## config.mk

```make
export PLATFORM = sky130hd
export DESIGN_NAME = ringosc_meas_ctrl
export DESIGN_NICKNAME = d
export VERILOG_FILES = /design/src/rtl/ringosc_meas_ctrl.sv
export SDC_FILE = /design/constraint.sdc
export NUM_CORES = 1
export LEC_CHECK = 0
export ABC_CLOCK_PERIOD_IN_PS = 7000
export BUFFER_PORTS_ARGS = -buffer_cell sky130_fd_sc_hd__clkbuf_2
export CAP_MARGIN = 20
export CORE_UTILIZATION = 40
export DETAILED_ROUTE_END_ITERATION = 16
export PLACE_DENSITY_LB_ADDON = 0.2
export SYNTH_ARGS = -nofsm -noshare
export SYNTH_HDL_FRONTEND = slang
export SYNTH_SLANG_ARGS = --single-unit
```

## constraint.sdc

```tcl
create_clock -name clk -period 7 [get_ports clk]
set_clock_uncertainty 0.15 [all_clocks]
set_input_delay 1.05 -clock clk [delete_from_list [all_inputs] [get_ports clk]]
set_output_delay 1.05 -clock clk [all_outputs]
set_load 0.02 [all_outputs]
```

## src/rtl/ringosc_meas_ctrl.sv

```systemverilog
// Measurement sequencer for the ring oscillator: clears the divider, lets the ring settle,
// then counts synchronised rising edges of one divider tap over a programmed window.
module ringosc_meas_ctrl #(
  parameter int CNT_W         = 16,
  parameter int WIN_W         = 16,
  parameter int SYNC_STAGES   = 2,
  parameter int CLEAR_CYCLES  = 4,
  parameter int SETTLE_CYCLES = 8
) (
  input  logic             clk,
  input  logic             rst,
  input  logic             start,
  input  logic             abort,
  input  logic [WIN_W-1:0] window,
  input  logic             osc_tap,
  output logic             ring_ena,
  output logic             div_rst_n,
  output logic             busy,
  output logic             done,
  output logic [CNT_W-1:0] result,
  output logic             result_valid,
  output logic             overflow
);

  localparam logic [2:0] IDLE    = 3'd0;
  localparam logic [2:0] CLEAR   = 3'd1;
  localparam logic [2:0] SETTLE  = 3'd2;
  localparam logic [2:0] MEASURE = 3'd3;
  localparam logic [2:0] STOP    = 3'd4;

  localparam int PH_W  = $clog2(CLEAR_CYCLES + SETTLE_CYCLES + 1);
  localparam int TMR_W = (WIN_W > PH_W) ? WIN_W : PH_W;

  logic [2:0]             state_q, state_d;
  logic [TMR_W-1:0]       tmr_q, tmr_d;
  logic [WIN_W-1:0]       win_q;
  logic [CNT_W-1:0]       cnt_q, cnt_d;
  logic                   ovf_d;
  logic [SYNC_STAGES-1:0] sync_q;
  logic                   hist_q;
  logic                   rise;
  logic                   accept;

  assign rise   = sync_q[SYNC_STAGES-1] & ~hist_q;
  assign accept = (state_q == IDLE) && start;

  // One shared phase timer; it restarts from zero on every state change.
  always_comb begin
    state_d = state_q;
    tmr_d   = tmr_q + TMR_W'(1);
    case (state_q)
      IDLE: begin
        tmr_d = '0;
        if (start) state_d = CLEAR;
      end
      CLEAR: begin
        if (tmr_q == TMR_W'(CLEAR_CYCLES - 1)) begin
          state_d = SETTLE;
          tmr_d   = '0;
        end
      end
      SETTLE: begin
        if (tmr_q == TMR_W'(SETTLE_CYCLES - 1)) begin
          state_d = (win_q == '0) ? STOP : MEASURE;
          tmr_d   = '0;
        end
      end
      MEASURE: begin
        if (tmr_q == TMR_W'(win_q) - TMR_W'(1)) begin
          state_d = STOP;
          tmr_d   = '0;
        end
      end
      STOP: begin
        state_d = IDLE;
        tmr_d   = '0;
      end
      default: begin
        state_d = IDLE;
        tmr_d   = '0;
      end
    endcase
    if (abort && (state_q != IDLE)) begin
      state_d = IDLE;
      tmr_d   = '0;
    end
  end

  always_comb begin
    cnt_d = cnt_q;
    ovf_d = overflow;
    if (accept) begin
      cnt_d = '0;
      ovf_d = 1'b0;
    end else if ((state_q == MEASURE) && rise) begin
      if (&cnt_q) ovf_d = 1'b1;
      else        cnt_d = cnt_q + CNT_W'(1);
    end
  end

  // Outputs decode the next state so they line up with the state they describe.
  always_ff @(posedge clk) begin
    if (rst) begin
      state_q      <= IDLE;
      tmr_q        <= '0;
      win_q        <= '0;
      cnt_q        <= '0;
      sync_q       <= '0;
      hist_q       <= 1'b0;
      ring_ena     <= 1'b0;
      div_rst_n    <= 1'b0;
      busy         <= 1'b0;
      done         <= 1'b0;
      result       <= '0;
      result_valid <= 1'b0;
      overflow     <= 1'b0;
    end else begin
      state_q   <= state_d;
      tmr_q     <= tmr_d;
      cnt_q     <= cnt_d;
      overflow  <= ovf_d;
      sync_q    <= {sync_q[SYNC_STAGES-2:0], osc_tap};
      hist_q    <= sync_q[SYNC_STAGES-1];
      if (accept) win_q <= window;
      ring_ena  <= (state_d == SETTLE) || (state_d == MEASURE);
      div_rst_n <= (state_d != CLEAR);
      busy      <= (state_d != IDLE);
      done      <= (state_d == STOP);
      if (state_d == STOP) begin
        result       <= cnt_d;
        result_valid <= 1'b1;
      end else if (accept) begin
        result_valid <= 1'b0;
      end
    end
  end

endmodule
```

==> results of run 1 <==
## stage by stage
step / util (%) / instances
finish: 46.5 / 593
global route: 46.5 / 593
CTS: 46.4 / 592
detailed placement: 44.2 / 576
global placement: 44.2 / 576
floorplan: - / 440
## cells in the final DEF (no fill, tap or decap), types with 3 or more instances in the layout
cell type,Yosys,routed
nand3_1,11,11
nand2b_1,6,6
and3_1,6,6
mux2_1,7,7
ha_1,3,3
buf_4,0,4
nor3b_1,3,3
nor3_1,9,9
xor2_1,22,22
nor2_1,30,30
nor4_1,8,7
mux2_4,9,9
or4_1,4,4
nand3b_1,3,3
xnor2_1,26,26
mux2i_1,5,5
or3_1,3,3
inv_1,6,6
nor2b_1,20,20
nand2_1,69,69
a21oi_1,45,45
clkbuf_2,0,42
clkbuf_8,0,9
dfxtp_1,76,76
o21ai_0,4,4
inv_6,0,3
nand4_1,14,14
## power by group
group | leakage [nW] | internal, mW | switching [mW]
Sequential | 0.616 | 0.441 | 0.0127
Clock | 0.0988 | 0.171 | 0.183
Combinational | 0.974 | 0.0428 | 0.0589
## how the worst max path moves through the flow
stage / startpoint / to / slack [ps] / depth (start not counted)
after CTS: win_q[0] / result[5] / 3600 / 9
after floorplan: win_q[0] / result[10] / 4260 / 11
after global placement: win_q[0] / result[3] / 3680 / 9
after detailed placement: win_q[0] / result[5] / 3630 / 9
final: win_q[0] / result[5] / 3570 / 9
after global routing: win_q[0] / result[5] / 3330 / 9
## metal layers
layer / global-route usage, % / vias to the layer above
met2: 32.2 / 40
li1: - / 1590
met3: 4.43 / 9
met5: 0 / -
met1: 22.7 / 1455
met4: 6.11 / 0
## cell families after synthesis
| logic type | Yosys count |
|---|---|
| and+or+nand+nor | 201 |
| DFF | 76 |
| AOI/OAI and AO/OA | 64 |
| xor gates and xnor gates | 48 |
| buffers and inverters | 26 |
| muxes | 22 |
| adders and majority gates | 3 |
## area by class of cell
| cell class | instances | area, um2 | area share (%) |
|---|---|---|---|
| multi-input combinational | 338 | 2150 | 50.2 |
| inverter | 6 | 22.5 | 0.527 |
| clock inverter | 7 | 82.6 | 1.93 |
| clock buffer | 9 | 124 | 2.90 |
| sequential | 76 | 1520 | 35.6 |
| timing repair buffer | 46 | 240 | 5.62 |
| tap | 111 | 139 | 3.25 |
## flip-flops by register name, summed over array words and instances (netlist names), 2 cells and up
| name | count |
|---|---|
| tmr_q | 16 |
| state_q | 3 |
| result | 16 |
| win_q | 16 |
| sync_q | 2 |
| cnt_q | 16 |
## worst reg2reg max path, cell delays in order, from the launching register on
cell and delay (ps):
dfxtp_1 350, inv_1 70, ha_1 220, nor3b_1 400, xnor2_1 110, or4_1 400, o21ai_0 140, nand4b_1 230
o32a_1 760, mux2_1 480
==> flow_summary.yaml, run 1 <==
run_status:
  status: "complete, no violations"
clocking:
  clkTransAtPathRegs_ps: 90
  cts_tree: "done"
  cts_buffers: 9
  cts_hold_buf: 0
  root_buffer: "clkbuf_8"
  postCtsResizedCells: 0
  htreeDepth: 3
  clk_latency_ps: 360
  cts_buffer_depth: 2
  cts_sinks: 76
  cts_setup_buffers: 0
layout:
  n_antenna_cell: 0
  n_fill_cell: 932
  areaGrowthSynthToFinish_pct: 13.3
  nets: 501
  final_area_um2: 4280
  drive_gt1_share_pct: 16.6
synth:
  synth.most_common_cell: "dfxtp_1"
  ys_top_cells_by_count: "dfxtp_1 (76), nand2_1 (69), a21oi_1 (45)"
  yosysTopAreaCell: "dfxtp_1"
  synthTopCellsByArea: "dfxtp_1 (40%), nand2_1 (6.9%), xnor2_1 (6.0%)"
  synth_fa_ha_area_share_pct: 0.994
  synth_edf_count: 0
  yosys_warnings: 0
  syn_nets: 464
  syn_avg_cell_area_um2: 8.58
  syn_inst: 440
  yosys.area_share.simple_pct: 27.8
  ys.flop_type: "dfxtp_1"
  synth_compound_area_share_pct: 9.48
  synth_xor_area_share_pct: 11.1
  synth_seq_area_share_pct: 40.3
  synthArstFlopShare_pct: 0
  synth_top_family_by_area: "simple AND/OR/NAND/NOR gates"
  muxShareOfSynthArea_pct: 7.29
  synth_seq_cells: 76
  synth_area_um2: 3780
  synth.distinct_cells: 52
  yosys.area.top_type_share_pct: 40.3
sta:
  max_freq_ghz: 0.292
  rsz0062_at_grt: "no"
  hold_slack_ps: 290
  hold_viol: 0
  fin_crit_ps: 3430
  max_slew_margin_pct: 29.3
  finalSetupTns_ps: 0
  tightestPinTransition_ps: 1060
  setup_viol: 0
  fin_ws_ps: 3570
  final_max_slew_viol_count: 0
  min_period_over_period_pct: 49.0
job:
  drv_cap: 0
power_and_ir_drop:
  leakage_nw: 1.69
  total_power_mw: 0.910
  peakVddDrop_v: 0.000101
  p_per_area_nw_per_um2: 213
detailed_routing:
  dr_wl_met2_um: 4170
  first_pass_iters: 4
  totalWireLength_um: 8350
  drtIter0Drc: 131
  drc: 0
  via_count: 3094
  topRoutingLayerUsed: "met4"
  drt-met1-wl_um: 3840
  route.met3.wl_um: 236
  wire_per_inst_um: 14.1
  ant_nets: 0
  post_drt_via_cell_ratio: 5.22
place:
  gp_congestion: 0.813
  place_area_um2: 4060
  place_hpwl_um: 5950
  post-place-ws_ps: 3630
  io_buffers: 42
global_route:
  grt_pass1_wl_um: 14300
  grt_pass1_vias: 2962
  grt_max_degree: 43
  grt_usage_pct: 18.6
  antenna_found_initial: 0
  grt.overflow.total: 0
floorplanning:
  rows: 35
  fp.coreArea_um2: 9200
  initial_core_util_pct: 41.1
  die_area_um2: 9830
  die_x_um: 99.2
  io_pins: 43
  dieHeight_um: 99.2
hold_path:
  hold_path.startpoint: "sync_q[0]"
  hp-class: "reg -> reg"
  hold_end: "sync_q[1]"
  hold_depth: 1
setup_path:
  worstReg2RegStart: "win_q[0]"
  worst-endpoint-arrival_ps: 3530
  ff2ff_setup_slack_ps: 3570
  crit_required_ps: 7100
  critPathLaunchType: "flop"
  crit_fanout: 17
  cp.buffers_inverters: 1
  worst-setup-path-type: "reg -> reg"
  worstReg2RegEnd: "result[5]"
  critPathSlowestCell: "o32a_1"
  max_stage_delay_ps: 760
  cp_cell_sequence: "inv_1 -> ha_1 -> nor3b_1 -> xnor2_1 -> or4_1 -> o21ai_0 -> nand4b_1 -> o32a_1 -> mux2_1"
  critical_path.top_delay_family: "simple AND/OR/NAND/NOR gates"
  endpoint_kind: "flop"
  worstRegToRegCells: 9
No activity file was read; power rests on OpenSTA's default activity.
==> run 2: changes to the inputs <==
--- a/config.mk
+++ b/config.mk
@@ -5,7 +5,7 @@
 export SDC_FILE = /design/constraint.sdc
 export NUM_CORES = 1
 export LEC_CHECK = 0
-export ABC_CLOCK_PERIOD_IN_PS = 7000
+export ABC_CLOCK_PERIOD_IN_PS = 3000
 export BUFFER_PORTS_ARGS = -buffer_cell sky130_fd_sc_hd__clkbuf_2
 export CAP_MARGIN = 20
 export CORE_UTILIZATION = 40
==> constraint.sdc (replaced) <==
create_clock -name clk -period 3 [get_ports clk]
set_clock_uncertainty 0.15 [all_clocks]
set_input_delay 0.45 -clock clk [delete_from_list [all_inputs] [get_ports clk]]
set_output_delay 0.45 -clock clk [all_outputs]
set_load 0.02 [all_outputs]
==> run 2 against run 1 <==
Compared with the run above:
- die area is the same
- non-clock buffer count grew 13
- worst hold slack lost 140 ps
- largest cell class unchanged
==> flow_summary.yaml, run 2 (synthesis gave the netlist of run 1 again) <==
detailed_routing:
  drtIter0Drc: 98
  post_drt_via_cell_ratio: 5.23
  via_count: 3171
  ant_nets: 0
  first_pass_iters: 4
  totalWireLength_um: 8670
  drc: 0
  wire_per_inst_um: 14.3
floorplanning:
  die_area_um2: 9830
  fp.coreArea_um2: 9200
  rows: 35
  io_pins: 43
  die_x_um: 99.2
  initial_core_util_pct: 41.1
  dieHeight_um: 99.2
power_and_ir_drop:
  leakage_nw: 1.79
  total_power_mw: 2.12
  p_per_area_nw_per_um2: 476
  peakVddDrop_v: 0.000200
layout:
  areaGrowthSynthToFinish_pct: 17.9
  drive_gt1_share_pct: 20.8
  final_util_pct: 48.4
  mostFrequentLayoutCell: "dfxtp_1"
  nets: 514
  layout_common_cells: "dfxtp_1 (72), nand2_1 (69), a21oi_1 (45)"
  stdcell_count: 606
  n_antenna_cell: 0
global_route:
  grt_pass1_vias: 2933
  grt_pass1_wl_um: 14200
  grt.overflow.total: 0
  grt_usage_pct: 18.4
  antenna_found_initial: 0
  grt_max_degree: 42
clocking:
  htreeDepth: 3
  cts_hold_buf: 0
  cts_buffers: 9
  root_buffer: "clkbuf_8"
  cts_buffer_depth: 2
  cts_tree: "done"
  clk_latency_ps: 360
  cts_sinks: 76
  clkTransAtPathRegs_ps: 90
sta:
  min_period_over_period_pct: 95.4
  fin_ws_ps: 137
  fin_crit_ps: 2860
  max_slew_margin_pct: 55.2
  final_max_slew_viol_count: 0
  tightestPinTransition_ps: 672
  hold_viol: 0
  finalSetupTns_ps: 0
  setup_viol: 0
  max_freq_ghz: 0.349
setup_path:
  worst-setup-path-type: "reg -> reg"
  crit_fanout: 8
  endpoint_kind: "flop"
  worst-endpoint-arrival_ps: 2960
  crit_required_ps: 3100
  critical_path.top_delay_family: "compound AO/OA/AOI/OAI gates"
  cp_cell_sequence: "or4_4 -> o21a_1 -> a2111oi_2 -> nand4_1 -> o32a_1 -> clkbuf_16 -> mux2_1"
  max_stage_delay_ps: 560
  critPathSlowestCell: "or4_4"
  critPathLaunchType: "flop"
  cp.buffers_inverters: 1
place:
  post-place-ws_ps: 143
  io_buffers: 42
  dp_cells: 589
  place_hpwl_um: 6210
  gp_congestion: 0.819
run_status:
  status: "complete, no violations"
hold_path:
  hp-class: "in -> reg"
job:
  drv_cap: 0
==> run 2: report_power, final <==
group          switching, mW  internal [mW]  total [mW]
sequential            0.0298           1.03        1.06
clock                  0.400          0.388       0.788
combinational          0.148          0.123       0.271
==> run 2: layer usage <==
layer  GRT usage [%]  vias to the layer above  part of all wire [%]
met3            4.15                       12                   2.8
met5               0                        -                     0
met1            22.6                     1492                    47
li1                -                     1625                     -
met4            7.01                        0                   1.4
met2            31.4                       42                    49
==> run 2: tightest hold or removal path, cell delays in order <==
cell and delay [ps]:
clkbuf_2 80, nand2_1 40, a21oi_1 50
==> run 2: cell type report <==
class	count	area [um2]
Clock buffer	9	124
Clock inverter	7	73.8
Fill cell	904	4740
Inverter	6	22.5
Multi-Input combinational cell	338	2190
Sequential cell	76	1530
Tap cell	111	139
Timing Repair Buffer	59	380
==> run 2: timing repair <==
action,in CTS,in global routing
setup buffers,0,1
gates resized for setup,0,16
endpoints found under the setup margin,0,16
==> run 2: stage by stage <==
step | area (um2) | hold slack [ps]
after global routing | 4450 | 142
final | 4450 | 146
after floorplan | 3780 | 264
after detailed placement | 4190 | 280
after global placement | 4190 | 268
after CTS | 4380 | 137
==> run 2: worst paths after layout <==
check / endpoint / slack (ps) / from / cells after the start
setup / recovery: result[5] / 140 / win_q[11] / 7
hold / removal: win_q[7] / 150 / window[7] / 3
setup reg to reg: result[5] / 140 / win_q[11] / 7
hold reg to reg: sync_q[1] / 290 / sync_q[0] / 1
==> run 3: changes to the inputs <==
--- a/config.mk
+++ b/config.mk
@@ -5,7 +5,7 @@
 export SDC_FILE = /design/constraint.sdc
 export NUM_CORES = 1
 export LEC_CHECK = 0
-export ABC_CLOCK_PERIOD_IN_PS = 3000
+export ABC_CLOCK_PERIOD_IN_PS = 3200
 export BUFFER_PORTS_ARGS = -buffer_cell sky130_fd_sc_hd__clkbuf_2
 export CAP_MARGIN = 20
 export CORE_UTILIZATION = 40
==> constraint.sdc (replaced) <==
create_clock -name clk -period 3.2 [get_ports clk]
set_clock_uncertainty 0.15 [all_clocks]
set_input_delay 0.48 -clock clk [delete_from_list [all_inputs] [get_ports clk]]
set_output_delay 0.48 -clock clk [all_outputs]
set_load 0.02 [all_outputs]
==> run 3 against run 2 <==
Compared with the run above:
- clock power up 8.4%
- non-clock buffer count fell by 5
- global-route usage rose by 0.14 points
- combinational power shrank 13%
- core utilization fell by 0.93 points
- critical path depth grew 3
- largest power group unchanged
- sequential share of layout area increased by 0.55 points
- sequential cell count did not move
- die area unchanged
- setup slack improved by 100 ps
- cell area decreased by 1.9%
- via count down 0.19%
==> flow_summary.yaml, run 3 (synthesis gave the netlist of run 1 again) <==
run_status:
  status: "complete, no violations"
setup_path:
  crit_required_ps: 3290
  critPathSlowestCell: "a2111oi_0"
  critical_path.top_delay_family: "compound AO/OA/AOI/OAI gates"
  worst-endpoint-arrival_ps: 3060
  ff2ff_setup_slack_ps: 240
  path_depth: 10
  worstRegToRegCells: 10
  crit_fanout: 17
  cp_cell_sequence: "inv_1 -> ha_1 -> and2_0 -> o21ai_0 -> o311ai_0 -> a2111oi_0 -> nand4b_1 -> o32a_1 -> buf_4 -> mux2_1"
  endpoint_kind: "flop"
  cp.buffers_inverters: 2
  worstReg2RegStart: "win_q[0]"
  worstReg2RegEnd: "result[4]"
  critPathLaunchType: "flop"
  max_stage_delay_ps: 410
  worst-setup-path-type: "reg -> reg"
layout:
  final_util_pct: 47.5
  final_area_um2: 4370
  regArea_um2: 1520
  nets: 509
  mostFrequentLayoutCell: "dfxtp_1"
  areaGrowthSynthToFinish_pct: 15.7
  stdcell_count: 601
  multi_input_area_um2: 2160
  drive_gt1_share_pct: 18.4
  n_fill_cell: 950
  n_antenna_cell: 0
  layout_common_cells: "dfxtp_1 (76), nand2_1 (69), a21oi_1 (45)"
sta:
  finalSetupTns_ps: 0
  hold_viol: 0
  setup_viol: 0
  fin_crit_ps: 2960
  max_slew_margin_pct: 53.1
  max_freq_ghz: 0.338
  fin_ws_ps: 238
  tightestPinTransition_ps: 704
  hold_slack_ps: 180
  final_max_slew_viol_count: 0
  rsz0062_at_grt: "no"
  min_period_over_period_pct: 92.6
power_and_ir_drop:
  total_power_mw: 2.08
  leakage_nw: 1.75
  p_per_area_nw_per_um2: 476
  peakVddDrop_v: 0.000283
hold_path:
  hold_depth: 2
  hold_path.startpoint: "osc_tap"
  hold_end: "sync_q[0]"
  hp-class: "in -> reg"
floorplanning:
  io_pins: 43
  rows: 35
  fp.coreArea_um2: 9200
  die_x_um: 99.2
  dieHeight_um: 99.2
  die_area_um2: 9830
  initial_core_util_pct: 41.1
global_route:
  grt_usage_pct: 18.5
  grt_pass1_vias: 3008
  grt.overflow.total: 0
  antenna_found_initial: 0
  grt_max_degree: 42
  grt_pass1_wl_um: 14400
clocking:
  cts_setup_buffers: 0
  root_buffer: "clkbuf_8"
  clk_latency_ps: 360
  clkTransAtPathRegs_ps: 90
  cts_hold_buf: 0
  cts_sinks: 76
  postCtsResizedCells: 0
  cts_tree: "done"
  htreeDepth: 3
  cts_buffers: 9
  cts_buffer_depth: 2
detailed_routing:
  drc: 0
  post_drt_via_cell_ratio: 5.27
  first_pass_iters: 4
  totalWireLength_um: 8420
  drtIter0Drc: 82
  ant_nets: 0
  via_count: 3165
  wire_per_inst_um: 14.0
place:
  gp_congestion: 0.826
  place_hpwl_um: 6160
  place_area_um2: 4130
  dp_cells: 585
  post-place-ws_ps: 255
  io_buffers: 42
job:
  drv_cap: 0
run 3: cell types whose count changed in the layout (fill, tap and decap cells not counted), moves of 2 or more:
cell,before,now
clkinv_2,2,0
dfxtp_2,4,0
buf_4,14,12
dfxtp_1,72,76
buf_12,2,0
o21ai_0,2,4
nor4_2,1,3
run 3: worst max path at each step:
stage	start	to
finish	win_q[0]	result[4]
global route	win_q[0]	result[15]
CTS	win_q[0]	result[4]
detailed placement	win_q[0]	result[15]
global placement	win_q[0]	result[0]
floorplan	win_q[0]	result[10]
run 3: final cells by class:
class                   count  share of cell area (%)
multi-input cells         338                    49.4
well taps                 111                    3.18
inverters                   6                   0.516
repair buffers             54                    6.87
clock inverters             7                    2.41
flip-flops and latches     76                    34.8
clock buffers               9                    2.84
run 3: where the power goes:
| part | leakage (nW) | internal (mW) | switching, mW |
|---|---|---|---|
| logic | 1.02 | 0.103 | 0.134 |
| registers | 0.616 | 0.965 | 0.0263 |
| clock network | 0.113 | 0.453 | 0.401 |
| total | 1.75 | 1.52 | 0.561 |
run 3: per-layer routing:
| layer | vias to the layer above | share of wire [%] | track usage [%] |
|---|---|---|---|
| li1 | 1610 | - | - |
| met1 | 1509 | 47 | 23.4 |
| met2 | 41 | 50 | 31.7 |
| met3 | 5 | 2.7 | 4.64 |
| met4 | 0 | 0.72 | 4.41 |
| met5 | - | 0 | 0 |
